==> src/rtl/gshare_pht_ctrl.sv <==
// Gshare PHT front-end/update controller: PC^GHR read index, counter-MSB
// prediction, in-order in-flight queue, saturating-counter write-back and
// GHR repair on misprediction.
module gshare_pht_ctrl #(
    parameter int INDEX_WIDTH   = 8,
    parameter int COUNTER_WIDTH = 2,
    parameter int QUEUE_DEPTH   = 4,
    parameter int PC_LSB        = 2
) (
    input  logic                             clk,
    input  logic                             rst,
    input  logic                             pred_valid,
    input  logic [31:0]                      pred_pc,
    output logic                             pred_ready,
    output logic                             pred_taken,
    output logic [INDEX_WIDTH-1:0]           RD_index,
    input  logic [COUNTER_WIDTH-1:0]         RD_count,
    input  logic                             res_valid,
    input  logic                             res_taken,
    output logic                             flush,
    output logic                             WR_en,
    output logic [INDEX_WIDTH-1:0]           WR_index,
    output logic [COUNTER_WIDTH-1:0]         WR_count,
    output logic [$clog2(QUEUE_DEPTH):0]     occupancy
);

    localparam int PTR_W = $clog2(QUEUE_DEPTH);
    localparam int OCC_W = PTR_W + 1;
    localparam logic [COUNTER_WIDTH-1:0] CNT_MAX = '1;

    // Queue storage
    logic [INDEX_WIDTH-1:0]   q_index_q [QUEUE_DEPTH];
    logic [INDEX_WIDTH-1:0]   q_index_d [QUEUE_DEPTH];
    logic [COUNTER_WIDTH-1:0] q_count_q [QUEUE_DEPTH];
    logic [COUNTER_WIDTH-1:0] q_count_d [QUEUE_DEPTH];
    logic                     q_taken_q [QUEUE_DEPTH];
    logic                     q_taken_d [QUEUE_DEPTH];
    logic [INDEX_WIDTH-1:0]   q_ghr_q   [QUEUE_DEPTH];
    logic [INDEX_WIDTH-1:0]   q_ghr_d   [QUEUE_DEPTH];

    // Control state
    logic [PTR_W-1:0]         head_q, head_d;
    logic [PTR_W-1:0]         tail_q, tail_d;
    logic [OCC_W-1:0]         occ_q, occ_d;
    logic [INDEX_WIDTH-1:0]   ghr_q, ghr_d;
    logic                     wr_en_q, wr_en_d;
    logic [INDEX_WIDTH-1:0]   wr_index_q, wr_index_d;
    logic [COUNTER_WIDTH-1:0] wr_count_q, wr_count_d;

    logic                     empty;
    logic                     full;
    logic                     resolve;
    logic                     push;
    logic [COUNTER_WIDTH-1:0] head_count;
    logic [COUNTER_WIDTH-1:0] upd_count;

    // Read-side hash, prediction, accept and resolve decisions
    always_comb begin
        empty      = (occ_q == '0);
        full       = (occ_q == OCC_W'(QUEUE_DEPTH));
        RD_index   = pred_pc[PC_LSB +: INDEX_WIDTH] ^ ghr_q;
        pred_taken = RD_count[COUNTER_WIDTH-1];
        resolve    = res_valid && !empty;
        flush      = resolve && (res_taken != q_taken_q[head_q]);
        pred_ready = !full && !flush;
        push       = pred_valid && pred_ready;
        head_count = q_count_q[head_q];
        upd_count  = head_count;
        if (res_taken) begin
            if (head_count != CNT_MAX) upd_count = head_count + COUNTER_WIDTH'(1);
        end else begin
            if (head_count != '0) upd_count = head_count - COUNTER_WIDTH'(1);
        end
    end

    // Next-state for queue, GHR and PHT write port
    always_comb begin
        q_index_d  = q_index_q;
        q_count_d  = q_count_q;
        q_taken_d  = q_taken_q;
        q_ghr_d    = q_ghr_q;
        head_d     = head_q;
        tail_d     = tail_q;
        occ_d      = occ_q;
        ghr_d      = ghr_q;
        wr_en_d    = resolve;
        wr_index_d = wr_index_q;
        wr_count_d = wr_count_q;

        if (resolve) begin
            wr_index_d = q_index_q[head_q];
            wr_count_d = upd_count;
        end

        if (flush) begin
            // Misprediction: drop all younger entries, rebuild GHR from the
            // snapshot taken when the head was predicted.
            head_d = head_q + PTR_W'(1);
            tail_d = head_q + PTR_W'(1);
            occ_d  = '0;
            ghr_d  = {q_ghr_q[head_q][INDEX_WIDTH-2:0], res_taken};
        end else begin
            if (push) begin
                q_index_d[tail_q] = RD_index;
                q_count_d[tail_q] = RD_count;
                q_taken_d[tail_q] = pred_taken;
                q_ghr_d[tail_q]   = ghr_q;
                tail_d            = tail_q + PTR_W'(1);
                ghr_d             = {ghr_q[INDEX_WIDTH-2:0], pred_taken};
            end
            if (resolve) head_d = head_q + PTR_W'(1);
            occ_d = occ_q + OCC_W'(push) - OCC_W'(resolve);
        end
    end

    // Queue payload registers (contents are don't-care while invalid)
    always_ff @(posedge clk) begin
        q_index_q <= q_index_d;
        q_count_q <= q_count_d;
        q_taken_q <= q_taken_d;
        q_ghr_q   <= q_ghr_d;
    end

    // Control and write-port registers with synchronous reset
    always_ff @(posedge clk) begin
        if (rst) begin
            head_q     <= '0;
            tail_q     <= '0;
            occ_q      <= '0;
            ghr_q      <= '0;
            wr_en_q    <= 1'b0;
            wr_index_q <= '0;
            wr_count_q <= '0;
        end else begin
            head_q     <= head_d;
            tail_q     <= tail_d;
            occ_q      <= occ_d;
            ghr_q      <= ghr_d;
            wr_en_q    <= wr_en_d;
            wr_index_q <= wr_index_d;
            wr_count_q <= wr_count_d;
        end
    end

    assign WR_en     = wr_en_q;
    assign WR_index  = wr_index_q;
    assign WR_count  = wr_count_q;
    assign occupancy = occ_q;

endmodule

==> config.mk <==
export PLATFORM = sky130hd
export DESIGN_NAME = gshare_pht_ctrl
export DESIGN_NICKNAME = d
export VERILOG_FILES = /design/src/rtl/gshare_pht_ctrl.sv
export SDC_FILE = /design/constraint.sdc
export NUM_CORES = 1
export LEC_CHECK = 0
export CORE_ASPECT_RATIO = 1.5
export CORE_MARGIN = 2
export CORE_UTILIZATION = 45
export CTS_CLUSTER_DIAMETER = 100
export DETAILED_ROUTE_END_ITERATION = 6
export GPL_TIMING_DRIVEN = 0
export HOLD_SLACK_MARGIN = 0.15
export PLACE_DENSITY = 0.69
export SYNTH_ARGS = -nofsm -noshare
export SYNTH_HDL_FRONTEND = slang
export SYNTH_SLANG_ARGS = --single-unit
==> constraint.sdc <==
create_clock -name clk -period 4.5 [get_ports clk]
set_input_delay 0.9 -clock clk [delete_from_list [all_inputs] [get_ports clk]]
set_output_delay 0.9 -clock clk [all_outputs]
set_load 0.05 [all_outputs]
==> After elaboration in Yosys (flattened, before gate mapping) <==
Cells that the tools add are included.
W data, S select, Z words.
{ "totals": {"register_bits": 102, "output_inout_bits": 25} }
{ "op_classes": {"addsub": 6, "magnitude_cmp": 3, "n_eq_ne": 3, "n_mux": 31, "bitwise_logic": 4, "reduce_logical": 14} }
{ "ops": {"columns": ["operator", "n"], "rows": [
  ["$bwmux W32", 2],
  ["$mux W8", 5],
  ["$bmux W8 S2", 2],
  ["$mux W2", 10],
  ["$demux W8 S2", 1],
  ["$mux W7", 2],
  ["$bwmux W8", 1],
  ["$xor A8 B8 Y8", 1],
  ["$add A2 B1 Y2 const B", 3],
  ["$ge A3 B3 Y1 const B", 2],
  ["$not A2 Y3", 2],
  ["$reduce_bool A2 Y1", 3],
  ["$logic_and A1 B1 Y1", 5],
  ["$bmux W2 S2", 1],
  ["$bwmux W4", 1],
  ["$demux W2 S2", 1],
  ["$add A3 B1 Y3", 1],
  ["$eq A3 B3 Y1 const B", 1],
  ["$logic_not A1 Y1", 3],
  ["$logic_not A3 Y1", 1],
  ["$lt A3 B1 Y1 const B", 1],
  ["$mux W1", 3],
  ["$sub A3 B1 Y3", 1],
  ["$bmux W1 S2", 1],
  ["other kinds (7)", 7]
]} }

==> Depth between registers and ports, before layout <==
{ "logic_depth": {"depth_word": 11, "ltp_mapped": 13} }

==> Least setup slack after synthesis <==
No wires, ideal clock.
{ "synth_timing": {"kind": "in2reg", "start": "input port res_valid", "end": "register occ_q[2] (netlist: occupancy[2])", "arrival_time_ns": 2.697, "slack_ns": 1.668, "cell_stages": 11, "path_buffers": 1, "cell_sequence": "o31ai_1 inv_1 clkbuf_1 ha_1 inv_1 ha_1 inv_1 fa_1 xor2_1 xnor2_1 nor3_2"} }
{ "synth_via": {"elab_chain_cells": 7, "elab_cells_between_ends": 8, "cone_classes": "add/sub: 2; reduce/logical: 6"} }
{ "synth_lines": {"columns": ["item", "line", "source"], "rows": [
  ["start, declared", "18", "input logic res_valid,"],
  ["$logic_and A1 B1 Y1 *", "63", "resolve = res_valid && !empty;"],
  ["named net resolve", "52", "logic resolve;"],
  ["$logic_and A1 B1 Y1", "64", "flush = resolve && (res_taken != q_taken_q[head_q]);"],
  ["$logic_not A1 Y1", "65", "pred_ready = !full && !flush;"],
  ["$logic_and A1 B1 Y1", "65", null],
  ["$logic_and A1 B1 Y1", "66", "push = pred_valid && pred_ready;"],
  ["$add A3 B1 Y3", "112", "occ_d = occ_q + OCC_W'(push) - OCC_W'(resolve);"],
  ["$sub A3 B1 Y3", "112", null],
  ["end signal, assigned", "129", "occ_q <= '0;"],
  ["end signal, assigned", "137", "occ_q <= occ_d;"],
  ["end, declared", "44", "logic [OCC_W-1:0] occ_q, occ_d;"]
]} }
The timed path passes the listed nets; every way through them passes the cells marked *.
A chain may end at the register's enable or synchronous reset.

==> Worst setup path after layout <==
{ "layout_timing": {"start": "input port res_taken", "end": "output port flush"} }
{ "layout_via": {"elab_chain_cells": 2} }
{ "layout_lines": {"columns": ["item", "line", "source"], "rows": [
  ["start, declared", "19", "input logic res_taken,"],
  ["$ne A1 B1 Y1", "64", null],
  ["$logic_and A1 B1 Y1", "64", null],
  ["end, declared", "20", "output logic flush,"]
]} }
Every way passes these cells.

==> impl_metrics.py <==
metrics = {
    "routing": {
        "drtPass1Iterations": 4,
        "wl_met3_um": 207,
        "wirelength_mm": 7.019,
        "drt-met1-wl_mm": 2.929,
        "wl_per_cell_um": 17.72,
        "first_iter_violations": 116,
        "viasPerCell": 5.275,
        "drcViolationCount": 0,
        "antenna_left": 0,
        "num_vias": 2089,
        "top_layer_used": "met4",
        "met2_length_mm": 3.797,
    },
    "place": {
        "hpwl_mm": 4.533,
        "place.gp.congestion": 0.7406,
        "io_buffers": 39,
    },
    "sta": {
        "rsz0062_at_grt": "no",
        "slew_headroom_pct": 34.48,
        "min_period_ns": 4.013,
        "worstMarginPinSlew_ns": 0.9827,
        "slew_viol_final": 0,
        "setup_tns_ns": 0,
        "finClkSkew_ns": 0.005818,
        "hold_violations": 0,
        "fmax_mhz": 249.2,
        "period_share_pct": 89.19,
        "setup_viol": 0,
    },
    "die": {
        "pin_count": 64,
        "dieWidth_um": 79.49,
        "rows": 41,
        "die_h_um": 117.2,
        "initial_core_util_pct": 46.00,
        "dieArea_um2": 9318,
        "core_um2": 8362,
    },
    "power": {
        "max-vdd-ir-drop_mv": 0.2690,
        "p_per_area_nw_per_um2": 638.6,
        "leakagePower_nw": 1.608,
    },
    "hold_path": {
        "hp-class": "reg -> reg",
        "min_from": "WR_index[3]",
    },
    "finish": {
        "area_growth_syn_to_layout_pct": 20.33,
        "drive_gt1_share_pct": 16.61,
        "antenna_cells": 0,
        "nets": 331,
        "final_util_pct": 55.35,
    },
    "yosys": {
        "avgSynthCellArea_um2": 16.37,
        "ys_seq_elements": 94,
        "synth_top_area_cell": "edfxtp_1",
        "synthMuxAreaShare_pct": 12.04,
        "post_synth_fa_ha_maj_area_fraction_pct": 2.733,
        "synth-compound-area-share_pct": 5.042,
        "syn-cell-area_um2": 3846,
        "synth-xor-area-share_pct": 3.904,
        "yosysWarnings": 0,
        "yosys.area_share.simple_pct": 6.897,
        "yosysTopAreaCellShare_pct": 53.09,
        "synth_nets": 281,
        "synthTopCellsByCount": "edfxtp_1, dfxtp_1, nand2_1, mux4_2",
        "synth-edff-count": 68,
        "yosysMostFrequentCell": "edfxtp_1",
        "synth_top_family_by_area": "multiplexers",
        "yosys_most_used_dff": "edfxtp_1",
        "synth.top_cells.by_area": "edfxtp_1, dfxtp_1, mux4_2, xor2_1, mux2i_1",
        "seq_area_frac_synth_pct": 66.62,
        "netlist_instances": 235,
        "async_flop_share_pct": 0,
        "synth_cell_type_count": 37,
    },
    "setup_path": {
        "reg2reg_to": "occupancy[2]",
        "end_kind": "primary output",
        "critPathLaunchType": "input pin",
        "rr_worst_depth": 12,
        "worstPathRequired_ns": 3.60,
        "crit_fanout": 10,
        "cp.arrival_ns": 3.11,
        "critical_path.endpoint": "flush",
        "critPathKind": "in -> out",
        "critPathLaunch": "res_taken",
        "r2r-start": "head_q[0]",
        "reg2reg_slack_ns": 1.57,
    },
    "clock_network": {
        "clk_path_buf_depth": 2,
        "path_clk_slew_ns": 0.06,
        "insertion_delay_ns": 0.33,
        "cts_tree": "yes",
        "cts_sinks": 94,
        "h-tree-depth": 3,
        "cts_hold_buffers": 0,
        "postCtsSetupBuffers": 0,
        "cts-buffers-inserted": 9,
        "clockRootBuffer": "clkbuf_16",
        "ctsResizeCount": 0,
    },
    "grt": {
        "grt_pass1_vias": 2086,
        "overflow": 0,
        "grt_max_degree": 18,
        "antenna_found_initial": 0,
        "grt_pass1_wl_mm": 10.95,
        "track_usage_pct": 16.47,
    },
    "run": {
        "cap_violations": 0,
    },
    "outcome": {
        "status": "completed",
    },
}
==> metal layers <==
metal	vias up	global-route usage (%)
li1	997	-
met1	1056	19.41
met2	30	29.24
met3	6	3.067
met4	0	7.241
met5	-	0
==> through the flow <==
| stage | area, µm² | power (mW) | hold WS [ns] | setup WS, ns | std cells |
|---|---|---|---|---|---|
| floorplan | 3846 | 2.021 | 0.5184 | 1.668 | 235 |
| global placement | 4370 | 2.302 | 0.4412 | 0.4767 | 381 |
| detailed placement | 4370 | 2.323 | 0.4495 | 0.4754 | 381 |
| CTS | 4628 | 2.992 | 0.4576 | 0.4714 | 396 |
| global route | 4628 | 3.110 | 0.4764 | 0.3823 | 396 |
| finish | 4628 | 2.956 | 0.4526 | 0.4867 | 396 |
==> how the worst min path moves through the flow <==
stage	cells past startpoint	slack [ns]	end
2_1_floorplan	0	0.52	q_ghr_q[10]
3_3_place_gp	2	0.44	WR_index[6]
3_5_place_dp	2	0.45	WR_index[3]
4_1_cts	2	0.46	WR_index[3]
5_1_grt	2	0.48	WR_index[0]
6_report	2	0.45	WR_index[3]
==> where the power goes <==
group | internal (mW) | switching, mW
clock | 0.369 | 0.295
sequential | 1.17 | 0.0930
combinational | 0.410 | 0.623
==> flip-flops by register name (all words and copies together), names as in the netlist <==
name,count
q_index_q,32
q_ghr_q,28
WR_index,8
ghr_q,8
q_count_q,8
occupancy,3
WR_count,2
head_q,2
tail_q,2
WR_en,1
==> layout make-up <==
cell class,instances,area [µm²]
Clock buffer,11,232.7
Tap cell,107,133.9
Clock inverter,4,25.02
Buffer,13,73.82
Fill cell,646,3734
Inverter,8,32.53
Timing Repair Buffer,39,390.4
Multi-Input combinational cell,120,1177
Sequential cell,94,2562
==> kinds of logic after synthesis <==
logic type | after synthesis
muxes | 25
DFF | 94
and+or+nand+nor | 47
adders and majority gates | 8
AOI/OAI and AO/OA | 25
buffers and inverters | 21
xor gates and xnor gates | 15
==> worst max-delay path, cell delays in order <==
cell and delay, ns:
clkdlybuf4s50_1 0.51, inv_1 0.14, xnor2_4 0.36, nand2_4 0.14
inv_4 0.09, buf_8 0.15, clkdlybuf4s50_1 0.81
==> layout by cell type (no fill, tap or decap), types with 2 or more instances in the layout <==
master | Yosys | final
mux4_2 | 17 | 17
inv_1 | 7 | 7
nand2_1 | 18 | 18
clkbuf_16 | 0 | 9
buf_4 | 3 | 3
clkdlybuf4s50_1 | 0 | 39
edfxtp_1 | 68 | 68
ha_1 | 6 | 6
clkinv_2 | 0 | 2
nor3_1 | 2 | 2
xnor2_1 | 4 | 4
xor2_1 | 10 | 10
and3_1 | 6 | 6
a21oi_1 | 10 | 10
and2_1 | 2 | 2
o31ai_2 | 6 | 6
nor2_1 | 6 | 6
nand4b_1 | 7 | 7
dfxtp_1 | 26 | 26
mux2i_1 | 8 | 8
clkinvlp_4 | 0 | 2
a211oi_1 | 3 | 3
clkbuf_1 | 6 | 8
o31ai_1 | 3 | 3
No activity file was read; power rests on OpenSTA's default activity.
